## src/rtl/rvj1_defines.sv

```systemverilog
// Shared types and defaults for the rvj1 front end.
// Imported by the fetch unit and its buffer.
package rvj1_defines;

    localparam int unsigned XLEN = 32;
    localparam int unsigned IFU_FIFO_DEPTH = 4;
    localparam logic [XLEN-1:0] DEFAULT_BOOT_ADDR = 32'h0000_0000;

    typedef struct packed {
        logic [XLEN-1:0] pc;
        logic [XLEN-1:0] instr;
    } ifu_entry_t;

    typedef enum logic {
        S_BOOT  = 1'b0,
        S_FETCH = 1'b1
    } ifu_state_e;

endpackage

```

## src/rtl/rvj1_fifo.sv

```systemverilog
// Synchronous FIFO with flush and occupancy count.
// Push while full is accepted only together with a pop.
module rvj1_fifo #(
    parameter int unsigned WIDTH = 32,
    parameter int unsigned DEPTH = 4
) (
    input  logic                     clk,
    input  logic                     rst_n,
    input  logic                     push,
    input  logic [WIDTH-1:0]         wdata,
    input  logic                     pop,
    input  logic                     flush,
    output logic [WIDTH-1:0]         rdata,
    output logic                     full,
    output logic                     empty,
    output logic [$clog2(DEPTH):0]   count
);

    localparam int unsigned AW = $clog2(DEPTH);

    logic [WIDTH-1:0] mem [DEPTH];
    logic [AW-1:0]    wr_ptr;
    logic [AW-1:0]    rd_ptr;
    logic             do_push;
    logic             do_pop;

    assign full    = count == (AW+1)'(DEPTH);
    assign empty   = count == '0;
    assign do_push = push && (!full || pop);
    assign do_pop  = pop && !empty;
    assign rdata   = mem[rd_ptr];

    always_ff @(posedge clk or negedge rst_n) begin
        if (!rst_n) begin
            wr_ptr <= '0;
            rd_ptr <= '0;
            count  <= '0;
        end else if (flush) begin
            wr_ptr <= '0;
            rd_ptr <= '0;
            count  <= '0;
        end else begin
            if (do_push) begin
                wr_ptr <= wr_ptr + AW'(1);
            end
            if (do_pop) begin
                rd_ptr <= rd_ptr + AW'(1);
            end
            count <= count + (AW+1)'(do_push) - (AW+1)'(do_pop);
        end
    end

    // Storage needs no reset; occupancy alone defines what is valid.
    always_ff @(posedge clk) begin
        if (do_push && !flush) begin
            mem[wr_ptr] <= wdata;
        end
    end

endmodule

```

## src/rtl/rvj1_ifu.sv

```systemverilog
// Instruction fetch unit: credit-limited requests, in-order
// response buffering and redirect flush ahead of the decoder.
module rvj1_ifu
    import rvj1_defines::*;
#(
    parameter logic [XLEN-1:0] BOOT_ADDR  = DEFAULT_BOOT_ADDR,
    parameter int unsigned     FIFO_DEPTH = IFU_FIFO_DEPTH
) (
    input  logic            clk_i,
    input  logic            rstn_i,
    output logic            instr_req_o,
    output logic [XLEN-1:0] instr_addr_o,
    input  logic            instr_gnt_i,
    input  logic            instr_rvalid_i,
    input  logic [XLEN-1:0] instr_rdata_i,
    input  logic            jmp_valid_i,
    input  logic [XLEN-1:0] jmp_addr_i,
    output logic [XLEN-1:0] ifu_instr_o,
    output logic [XLEN-1:0] ifu_pc_o,
    output logic            ifu_valid_o,
    input  logic            ifu_ready_i
);

    localparam int unsigned CW = $clog2(FIFO_DEPTH) + 1;

    ifu_state_e      state;
    logic [XLEN-1:0] fetch_pc;
    logic [XLEN-1:0] resp_pc;
    logic [XLEN-1:0] jmp_target;
    logic [CW-1:0]   outstanding_cnt;
    logic [CW-1:0]   discard_cnt;
    logic [CW-1:0]   fifo_count;
    logic [CW:0]     credit_used;
    logic            fifo_full;
    logic            fifo_empty;
    logic            fire;
    logic            drop;
    logic            push;
    logic            pop;
    ifu_entry_t      push_entry;
    ifu_entry_t      head;
    logic            unused_jmp_lsbs;

    assign jmp_target      = {jmp_addr_i[XLEN-1:2], 2'b00};
    assign unused_jmp_lsbs = ^jmp_addr_i[1:0];

    // Buffered plus in-flight never exceeds the buffer size,
    // so every response is guaranteed a slot.
    assign credit_used = {1'b0, outstanding_cnt} + {1'b0, fifo_count};
    assign instr_req_o = (state == S_FETCH) && !jmp_valid_i &&
                         (credit_used < (CW+1)'(FIFO_DEPTH));
    assign instr_addr_o = fetch_pc;
    assign fire         = instr_req_o && instr_gnt_i;

    assign drop = discard_cnt != '0;
    assign push = instr_rvalid_i && !drop && !jmp_valid_i;
    assign pop  = ifu_valid_o && ifu_ready_i;

    assign push_entry.pc    = resp_pc;
    assign push_entry.instr = instr_rdata_i;

    assign ifu_valid_o = !fifo_empty && !jmp_valid_i;
    assign ifu_instr_o = fifo_empty ? '0 : head.instr;
    assign ifu_pc_o    = fifo_empty ? '0 : head.pc;

    always_ff @(posedge clk_i or negedge rstn_i) begin
        if (!rstn_i) begin
            state <= S_BOOT;
        end else begin
            unique case (1'b1)
                jmp_valid_i:       state <= S_FETCH;
                state == S_BOOT:   state <= S_FETCH;
                default:           state <= state;
            endcase
        end
    end

    always_ff @(posedge clk_i or negedge rstn_i) begin
        if (!rstn_i) begin
            fetch_pc <= BOOT_ADDR;
            resp_pc  <= BOOT_ADDR;
        end else if (jmp_valid_i) begin
            fetch_pc <= jmp_target;
            resp_pc  <= jmp_target;
        end else begin
            if (fire) begin
                fetch_pc <= fetch_pc + XLEN'(4);
            end
            if (push) begin
                resp_pc <= resp_pc + XLEN'(4);
            end
        end
    end

    // Everything still in flight at a redirect belongs to the old path,
    // including a response landing in the redirect cycle itself.
    always_ff @(posedge clk_i or negedge rstn_i) begin
        if (!rstn_i) begin
            outstanding_cnt <= '0;
            discard_cnt     <= '0;
        end else begin
            outstanding_cnt <= outstanding_cnt + CW'(fire)
                               - CW'(instr_rvalid_i);
            if (jmp_valid_i) begin
                discard_cnt <= outstanding_cnt - CW'(instr_rvalid_i);
            end else if (instr_rvalid_i && drop) begin
                discard_cnt <= discard_cnt - CW'(1);
            end
        end
    end

    rvj1_fifo #(
        .WIDTH ($bits(ifu_entry_t)),
        .DEPTH (FIFO_DEPTH)
    ) u_fifo (
        .clk   (clk_i),
        .rst_n (rstn_i),
        .push  (push),
        .wdata (push_entry),
        .pop   (pop),
        .flush (jmp_valid_i),
        .rdata (head),
        .full  (fifo_full),
        .empty (fifo_empty),
        .count (fifo_count)
    );

    a_credit : assert property (@(posedge clk_i) disable iff (!rstn_i)
        outstanding_cnt <= CW'(FIFO_DEPTH));
    a_no_overflow : assert property (@(posedge clk_i) disable iff (!rstn_i)
        !(push && fifo_full && !pop));
    a_no_orphan_resp : assert property (@(posedge clk_i) disable iff (!rstn_i)
        !(instr_rvalid_i && outstanding_cnt == '0));

endmodule

```

## config.mk

```make
export PLATFORM = sky130hd
export DESIGN_NAME = rvj1_ifu
export DESIGN_NICKNAME = d
export VERILOG_FILES = /design/src/rtl/rvj1_defines.sv /design/src/rtl/rvj1_fifo.sv /design/src/rtl/rvj1_ifu.sv
export SDC_FILE = /design/constraint.sdc
export NUM_CORES = 1
export LEC_CHECK = 0
export ABC_AREA = 1
export CORE_UTILIZATION = 40
export DETAILED_ROUTE_END_ITERATION = 12
export GPL_TIMING_DRIVEN = 0
export HOLD_SLACK_MARGIN = 0.02
export SYNTH_ARGS = -nofsm -noshare
export SYNTH_HDL_FRONTEND = slang
export SYNTH_HIERARCHICAL = 1
export SYNTH_SLANG_ARGS = --single-unit
```

## constraint.sdc

```tcl
create_clock -name clk_i -period 5.5 [get_ports clk_i]
set_input_delay 1.1 -clock clk_i [delete_from_list [all_inputs] [get_ports clk_i]]
set_output_delay 1.1 -clock clk_i [all_outputs]
set_load 0.01 [all_outputs]
```

# == Word level (Yosys, flattened, before mapping) ==
# Memory sizes are Yosys's and may differ from the RTL's.
# Cells that the tools add are included.
# classes
n_mux,15
addsub,11
n_reduce_logical,24
n_eq_ne,1
div_mod_pow,0
n_mul,0
order_cmp,1
shifts,0
bitwise,1
# ops
op,n
$mux W32,6
$add A32 B3 Y32 const B,2
$logic_and A1 B1 Y1,11
$reduce_bool A2 Y1,5
$mux W3,3
$sub A3 B1 Y3,3
$mux W2,4
$add A3 B1 Y3,2
$add A2 B1 Y2 const B,2
$add A3 B3 Y4,1
$logic_not A1 Y1,4
$lt A4 B3 Y1 const B,1
$eq A3 B3 Y1 const B,1
$logic_not A3 Y1,1
$reduce_bool A3 Y1,1
$sub A3 B1 Y3 const B,1
$mux W1,2
$reduce_or A2 Y1,1
$logic_or A1 B1 Y1,1
$not A1 Y1,1
# totals
ramBits,256
mem_bits_ro,0
output_inout_bits,98
ff_bits,78
in_bits,70
latchBits,0
elab_cells,62
n_memories,1
# mem_list
name,words,width,rd,rd_ports_with_merged_regs,wr,line_no,source
u_fifo.mem,4,64,1,0,1,rvj1_fifo.sv:21,logic [WIDTH-1:0] mem [DEPTH];

# == Longest topological paths before layout ==
# Gate-level depths: netlist (run 1).
# depth
word_depth,9
ltp_mapped,16
mapped_depth_nobuf,15

# == Cells and area by module ==
# The synthesis (run 1) kept the hierarchy.
# by_module_without_submodules
module,instances,seq_area_each_um2,cells_each,area_each_um2
rvj1_fifo,1,7862.5,678,9957.0
rvj1_ifu,1,1676.6,868,5311.3

# == Least setup slack after synthesis (run 1) ==
# Ideal clock, no wire load.
# synth_path
path_type,input port to flip-flop
startpoint,input jmp_valid_i
endpoint,memory u_fifo/mem[0][0] (netlist bit) (enable)
setup_ns,0.486
setup_slack_ns,0.250
stages,7
required_time_ns,5.014
n_path_buf,2
arrival_time_ns,4.763
path_cell_list,buf_2 > buf_1 > nor3b_1 > inv_1 > nand3_1 > nand3_1 > nor2_1
# synth_between
elab_chain_cells,8
word_cells_on_any_way,9
classes_between,2 x mux; 7 x reduce/logical
# synth_rtl
element,line_no,source
"start, declared",rvj1_ifu.sv:16,"input logic jmp_valid_i,"
$logic_not A1 Y1,rvj1_ifu.sv:62,assign ifu_valid_o = !fifo_empty && !jmp_valid_i;
$logic_and A1 B1 Y1,rvj1_ifu.sv:62,
$logic_and A1 B1 Y1,rvj1_ifu.sv:57,assign pop = ifu_valid_o && ifu_ready_i;
via pop,rvj1_ifu.sv:39,logic pop;
$logic_or A1 B1 Y1,rvj1_fifo.sv:29,assign do_push = push && (!full || pop);
$logic_and A1 B1 Y1,rvj1_fifo.sv:29,
$logic_and A1 B1 Y1,rvj1_fifo.sv:55,if (do_push && !flush) begin
$mux W1,rvj1_fifo.sv:55,
$mux W1 (implied by the code),rvj1_fifo.sv:56,mem[wr_ptr] <= wdata;
"end, declared",rvj1_fifo.sv:21,
# The timed path passes the listed nets, and every way through them passes these cells.

# == Final worst setup path (run 1) ==
# layout_path
startpoint,input jmp_valid_i
endpoint,memory u_fifo/mem[0][11] (netlist bit) (enable)
# The elaborated chain is that of the path after synthesis.

==> metrics.md, run 1 <==
| Metric | Value |
|---|---|
| Outcome | complete, no violations |
| Die height | 197 um |
| Routed Antenna Nets | 0 |
| CTS root buffer | clkbuf_16 |
| Clock slew at reported path FFs | around 60 ps |
| Largest net degree at the start of global routing | 56 |
| Post-CTS Setup Repair Bufs | 0 |
| CTS buffer count | 37 |
| WL per Instance | between 15 and 20 um |
| Fillers | roughly 3500 |
| H-tree Lvls | 2 |
| Power Density | between 300 and 400 nW/um^2 |
| Combinational share of power | 0.134 |
| Area delta synth->final | 24.2% |
| GRT Total Usage | 0.205 |
| Starting Density | 0.406 |
| NetSw | approximately 0.0016 W |
| Clk_lat worst skew | about 520 ps |
| Cell area after synthesis | roughly 15000 sq um |
| Max_cap viols | 0 |
| Place WS | 397 ps |
| Share of layout cells above drive strength 1 | 0.0810 |
| Die area | 38900 sq um |
| Drt first pass iters | 5 |
| Worst Setup SP | jmp_valid_i |
| DP Wirelength | around 27 mm |
| Via count | 11500 |
| Worst VDD drop | between 0.15 and 0.2 mV |
| Final hold viol count | 0 |
| Final Critical Period | 4550 ps |
| Startpoint types | input port |
| Endpoints failing setup | 0 |
| Antenna diode count | 0 |
| Core area | about 38000 sq um |
| Final Max Slew Viols | 0 |
| Register area | about 9500 sq um |
| Synth warn | 6 |
| Final global-route overflow total | 0 |
| Top-level I/O count | approximately 170 |
| Internal power | 0.00464 W |
| Fmax | approximately 220 MHz |
| Final net count | between 1500 and 2000 |
| Crit share post-route | 0.827 |
| First-pass GRT wire length | 61.8 mm |
| CP Max Fanout | 25 |
| DR iter-0 viols | roughly 760 |
| WS Path Type | input port to flip-flop |
| Clk network pwr share | 0.378 |
| Rel. slew slack | 0.468 |
| Worst r2r src | u_fifo/count[1]$_DFF_PN0_ |
| Syn Area/Cell | roughly 10 sq um |
| Sequential power share | 0.487 |
| Worst EP arrival | 4750 ps |
| Slew @ Worst Pin | 798 ps |
| Gate Count Post-Synth | roughly 1500 |
| Rows | 71 |
| Routed wire length | roughly 40 mm |
| DRC | 0 |
| Final RePlAce weighted congestion | between 0.9 and 1 |
| Vias per cell | about 5.0 |
| Critical path capture point type | flip-flop |
| Total power draw | 0.00623 W |
| Vias in the first global route | 11200 |
| TritonCTS Sinks | 330 |
| Final setup margin | between 900 and 1000 ps |
| Sw Ratio | 0.256 |
| CTS max path bufs | 3 |
| Initial antenna violation count | 0 |
| Unrepaired setup endpoints after global routing | no |
| TritonCTS clock tree | done |
| Die Wd | roughly 200 um |
| Worst clock skew | about 30 ps |
| I/O Buffers | 163 |
| Multi-input logic area | 4690 sq um |
| CP required | 5700 ps |
| Post-cts hold buffer count | 0 |
| Post-CTS sizing | 0 |
| P_leak | about 7.4 nW |
| Hold WC Path Type | input port to asynchronous set/reset pin |
## cell usage in the layout, fill, tap and decap left out, types with 5 or more instances in the layout
| master | count |
|---|---|
| o21bai_1 | 5 |
| nor2_4 | 7 |
| buf_2 | 22 |
| clkdlybuf4s50_1 | 162 |
| clkbuf_1 | 28 |
| conb_1 | 11 |
| xor2_1 | 7 |
| nor3_1 | 9 |
| o22ai_1 | 64 |
| buf_4 | 6 |
| nand2_2 | 9 |
| buf_6 | 15 |
| o21ai_1 | 53 |
| a21oi_1 | 15 |
| nand3_1 | 96 |
| o21ai_0 | 109 |
| nand4_1 | 10 |
| o211ai_1 | 8 |
| nor2_2 | 11 |
| edfxtp_1 | 256 |
| nor2_1 | 290 |
| clkbuf_16 | 38 |
| dfrtp_1 | 74 |
| nand2_1 | 221 |
| a21oi_2 | 7 |
| a31oi_1 | 5 |
| ha_1 | 16 |
| clkinv_1 | 10 |
| buf_1 | 5 |
| buf_12 | 8 |
| inv_1 | 176 |
## power by group through the flow
stage / Combinational [W] / Clock, W / Sequential [W]
global placement: 0.000813 / 0 / 0.00308
detailed placement: 0.000841 / 0 / 0.00308
CTS: 0.000846 / 0.00241 / 0.00303
floorplan: 0.000455 / 0 / 0.00303
finish: 0.000837 / 0.00236 / 0.00304
global route: 0.000941 / 0.00250 / 0.00306
## sequential cells by signal, summed over array words and instances, names as in the netlist
signal / count
state: 1
u_fifo/mem: 256
outstanding_cnt: 3
instr_addr_o: 30
u_fifo/wr_ptr: 2
discard_cnt: 3
u_fifo/count: 3
resp_pc: 30
u_fifo/rd_ptr: 2
## through the flow
step	area [sq um]	TNS (ps)	utilization	instances	hold WS, ps
after floorplan	15300	0	-	1554	469
after global placement	17600	-865610	0.468	2228	501
after detailed placement	17800	0	0.473	2237	504
after CTS	19000	0	0.504	2302	466
after global routing	19000	0	0.504	2302	487
final	19000	0	0.504	2302	478
## final timing paths
path	slack, ps	cells after the start	endpoint
setup / recovery	950	9	u_fifo/mem[0][11]$_DFFE_PP_
max in group asynchronous	4440	2	u_fifo/wr_ptr[1]$_DFFE_PN0P_
setup reg to reg	1640	10	u_fifo/mem[0][11]$_DFFE_PP_
hold / removal	480	1	instr_addr_o[4]$_DFFE_PN0P_
min in group clk_i	510	1	outstanding_cnt[2]$_DFF_PN0_
hold reg to reg	510	1	outstanding_cnt[2]$_DFF_PN0_
## per-layer routing
layer  vias up  wire length [um]  GRT usage
li1       5651                 -          -
met3        42              2410     0.0304
met4         0               629     0.0479
met2       379             19000      0.344
met1      5473             17600      0.281
met5         -                 0          0
## critical path, stage by stage
cell             delay, ps
clkdlybuf4s50_1        630
buf_2                  310
buf_1                  370
nor3b_1                690
inv_1                  100
nand3_1                170
nand3_1                340
nor2_4                 720
buf_12                 290
## layout make-up
type	instances	share of cell area
timing repair buffer	172	0.0959
multi-input combinational	974	0.247
buffer	67	0.0217
inverter	183	0.0364
sequential	330	0.503
clock inverter	19	0.00997
tap	511	0.0337
clock buffer	46	0.0518
Note: power is estimated with default switching activity, not from simulation.
==> inputs of run 2 (changes only) <==
==> constraint.sdc (replaced) <==
create_clock -name clk_i -period 4.4 [get_ports clk_i]
set_input_delay 0.88 -clock clk_i [delete_from_list [all_inputs] [get_ports clk_i]]
set_output_delay 0.88 -clock clk_i [all_outputs]
set_load 0.01 [all_outputs]
==> metrics.md, run 2 (synthesis results as in run 1) <==
| Metric | Value |
|---|---|
| Fmax | roughly 240 MHz |
| Clock slew at reported path FFs | 60 ps (about the same) |
| Fin util | 0.505 (+0.000665) |
| CTS max path bufs | 3 (unchanged) |
| Hold WC Path Type | input port to asynchronous set/reset pin |
| Worst VDD drop | 0.230 mV (+25%) |
| Clk_lat worst skew | 520 ps (about the same) |
| Outcome | complete, no violations |
| Initial antenna violation count | 0 (unchanged) |
| Setup tns final | 0 ps (unchanged) |
| Starting Density | 0.406 (unchanged) |
| Final net count | 1854 (+0.054%) |
| Unrepaired setup endpoints after global routing | no |
| Crit share post-route | 0.953 |
| Share of layout cells above drive strength 1 | 0.0820 (+0.00107) |
| Worst clock skew | 29.1 ps (-0.950 ps) |
| Non-filler instance count after layout | 2303 (+0.043%) |
| Register area | 9540 sq um (unchanged) |
| Most common cell after layout, fill and taps aside | nor2_1 |
| CTS root buffer | clkbuf_16 |
| GRT Total Usage | 0.205 (unchanged) |
| Die area | 38900 sq um (unchanged) |
| Largest net degree at the start of global routing | 56 (unchanged) |
| Max reg flops | 256 (unchanged) |
| Routed Antenna Nets | 0 (unchanged) |
| CTS buffer count | 37 (unchanged) |
| TritonCTS Sinks | 330 (unchanged) |
| Startpoint types | flip-flop |
| Area delta synth->final | 24.3% |
| WS Path Type | flip-flop to output pin |
| Slew @ Worst Pin | 846 ps (+47.8 ps) |
| Total power draw | 0.00779 W (+25%) |
| First-pass GRT wire length | 61.8 mm (unchanged) |
| Top-level I/O count | 168 (unchanged) |
| Via count | 11500 (-0.29%) |
| Multi-input logic area | 4690 sq um (+0.11%) |
| Biggest register | u_fifo/mem |
| I/O Buffers | 163 (unchanged) |
| WL per Instance | 17.2 um (about the same) |
| Antenna diode count | 0 (unchanged) |
| Die height | 197 um (unchanged) |
| Vias per cell | 5.00 (-0.34%) |
| DR iter-0 viols | 758 (-0.52%) |
| CP Max Fanout | 10 (-60%) |
| Rel. slew slack | 0.436 (-0.0319) |
| Drt first pass iters | 6 (+1) |
| Endpoints failing setup | 0 (unchanged) |
| Power Density | 411 nW/um^2 (+25%) |
| Routed wire length | 39.6 mm (about the same) |
| CP required | 3520 ps (-2180 ps) |
| Final Max Slew Viols | 0 (unchanged) |
| Final RePlAce weighted congestion | 0.905 (unchanged) |
| Inst Count DP | 2237 (unchanged) |
| P_leak | 7.44 nW (+0.13%) |
| Commonest cells after routing, fill and taps aside | 290 x nor2_1, 256 x edfxtp_1, 221 x nand2_1 |
| DP Wirelength | 27.5 mm (unchanged) |
| H-tree Lvls | 2 (unchanged) |
| Max_cap viols | 0 (unchanged) |
| Final hold viol count | 0 (unchanged) |
| Rows | 71 (unchanged) |
| Worst EP arrival | 3310 ps (-1440 ps) |
| Vias in the first global route | 11200 (unchanged) |
| Final global-route overflow total | 0 (unchanged) |
| Die Wd | 197 um (unchanged) |
| TritonCTS clock tree | done |
| DRC | 0 (unchanged) |
| Core area | 37600 sq um (unchanged) |
| Final Critical Period | about 4200 ps |
| Fillers | 3453 (-0.14%) |
| Critical path capture point type | output pin |
run 2: stage by stage:
stage          setup slack, ps  cell area (sq um)  hold slack, ps
3_5_place_dp              -483              17800             504
6_report                   208              19000             257
2_1_floorplan             -630              15300             469
4_1_cts                   33.5              19000             246
5_1_grt                   12.2              19000             267
3_3_place_gp             -4380              17600             501
run 2: final cells by class:
cell class / instances / area share
buffer: 67 / 0.0216
inverter: 183 / 0.0363
clock buffer: 46 / 0.0517
timing repair buffer: 173 / 0.0968
sequential: 330 / 0.503
multi-input combinational: 974 / 0.247
tap: 511 / 0.0337
clock inverter: 19 / 0.00996
run 2: layer usage:
metal,track usage,up-vias,routed length [um],part of all wire
li1,-,5650,-,-
met1,0.281,5434,17500,0.44
met2,0.344,387,19000,0.48
met3,0.0304,40,2590,0.065
met4,0.0479,0,577,0.015
met5,0,-,0,0
run 2: worst max-delay path, cell delays in order (launching register included):
cell	delay, ps
dfrtp_1	450
nor2_1	230
nand2_1	150
inv_1	190
clkbuf_1	670
clkbuf_1	470
nor2_1	120
clkdlybuf4s50_1	510
run 2: final timing paths:
path	start	to	slack, ps	depth (start not counted)
max	u_fifo/count[1]$_DFF_PN0_	ifu_instr_o[28]	210	7
min	rstn_i	instr_addr_o[4]$_DFFE_PN0P_	260	1
max reg2reg	u_fifo/count[1]$_DFF_PN0_	u_fifo/mem[0][20]$_DFFE_PP_	780	10
min reg2reg	outstanding_cnt[1]$_DFF_PN0_	outstanding_cnt[2]$_DFF_PN0_	510	1
max in group asynchronous	rstn_i	u_fifo/wr_ptr[1]$_DFFE_PN0P_	3560	2
min in group clk_i	outstanding_cnt[1]$_DFF_PN0_	outstanding_cnt[2]$_DFF_PN0_	510	1
run 2: power breakdown:
part           internal (W)  total [W]  switching [W]
clock network       0.00176    0.00295        0.00118
logic              0.000463    0.00105       0.000585
registers           0.00357    0.00380       0.000228
total               0.00579    0.00779        0.00200
run 2: repair_timing:
action	in CTS	in global routing
hold buffers	0	0
buffers inserted	0	1
resized for setup	0	1
setup endpoints to repair	0	93
==> inputs of run 3 (changes only) <==
--- a/config.mk
+++ b/config.mk
@@ -6,6 +6,7 @@
 export NUM_CORES = 1
 export LEC_CHECK = 0
 export ABC_AREA = 1
+export ABC_CLOCK_PERIOD_IN_PS = 4400
 export CORE_UTILIZATION = 40
 export DETAILED_ROUTE_END_ITERATION = 12
 export GPL_TIMING_DRIVEN = 0
==> results of run 3 <==
Final layout, timing and power as in run 2 (identical DEF).
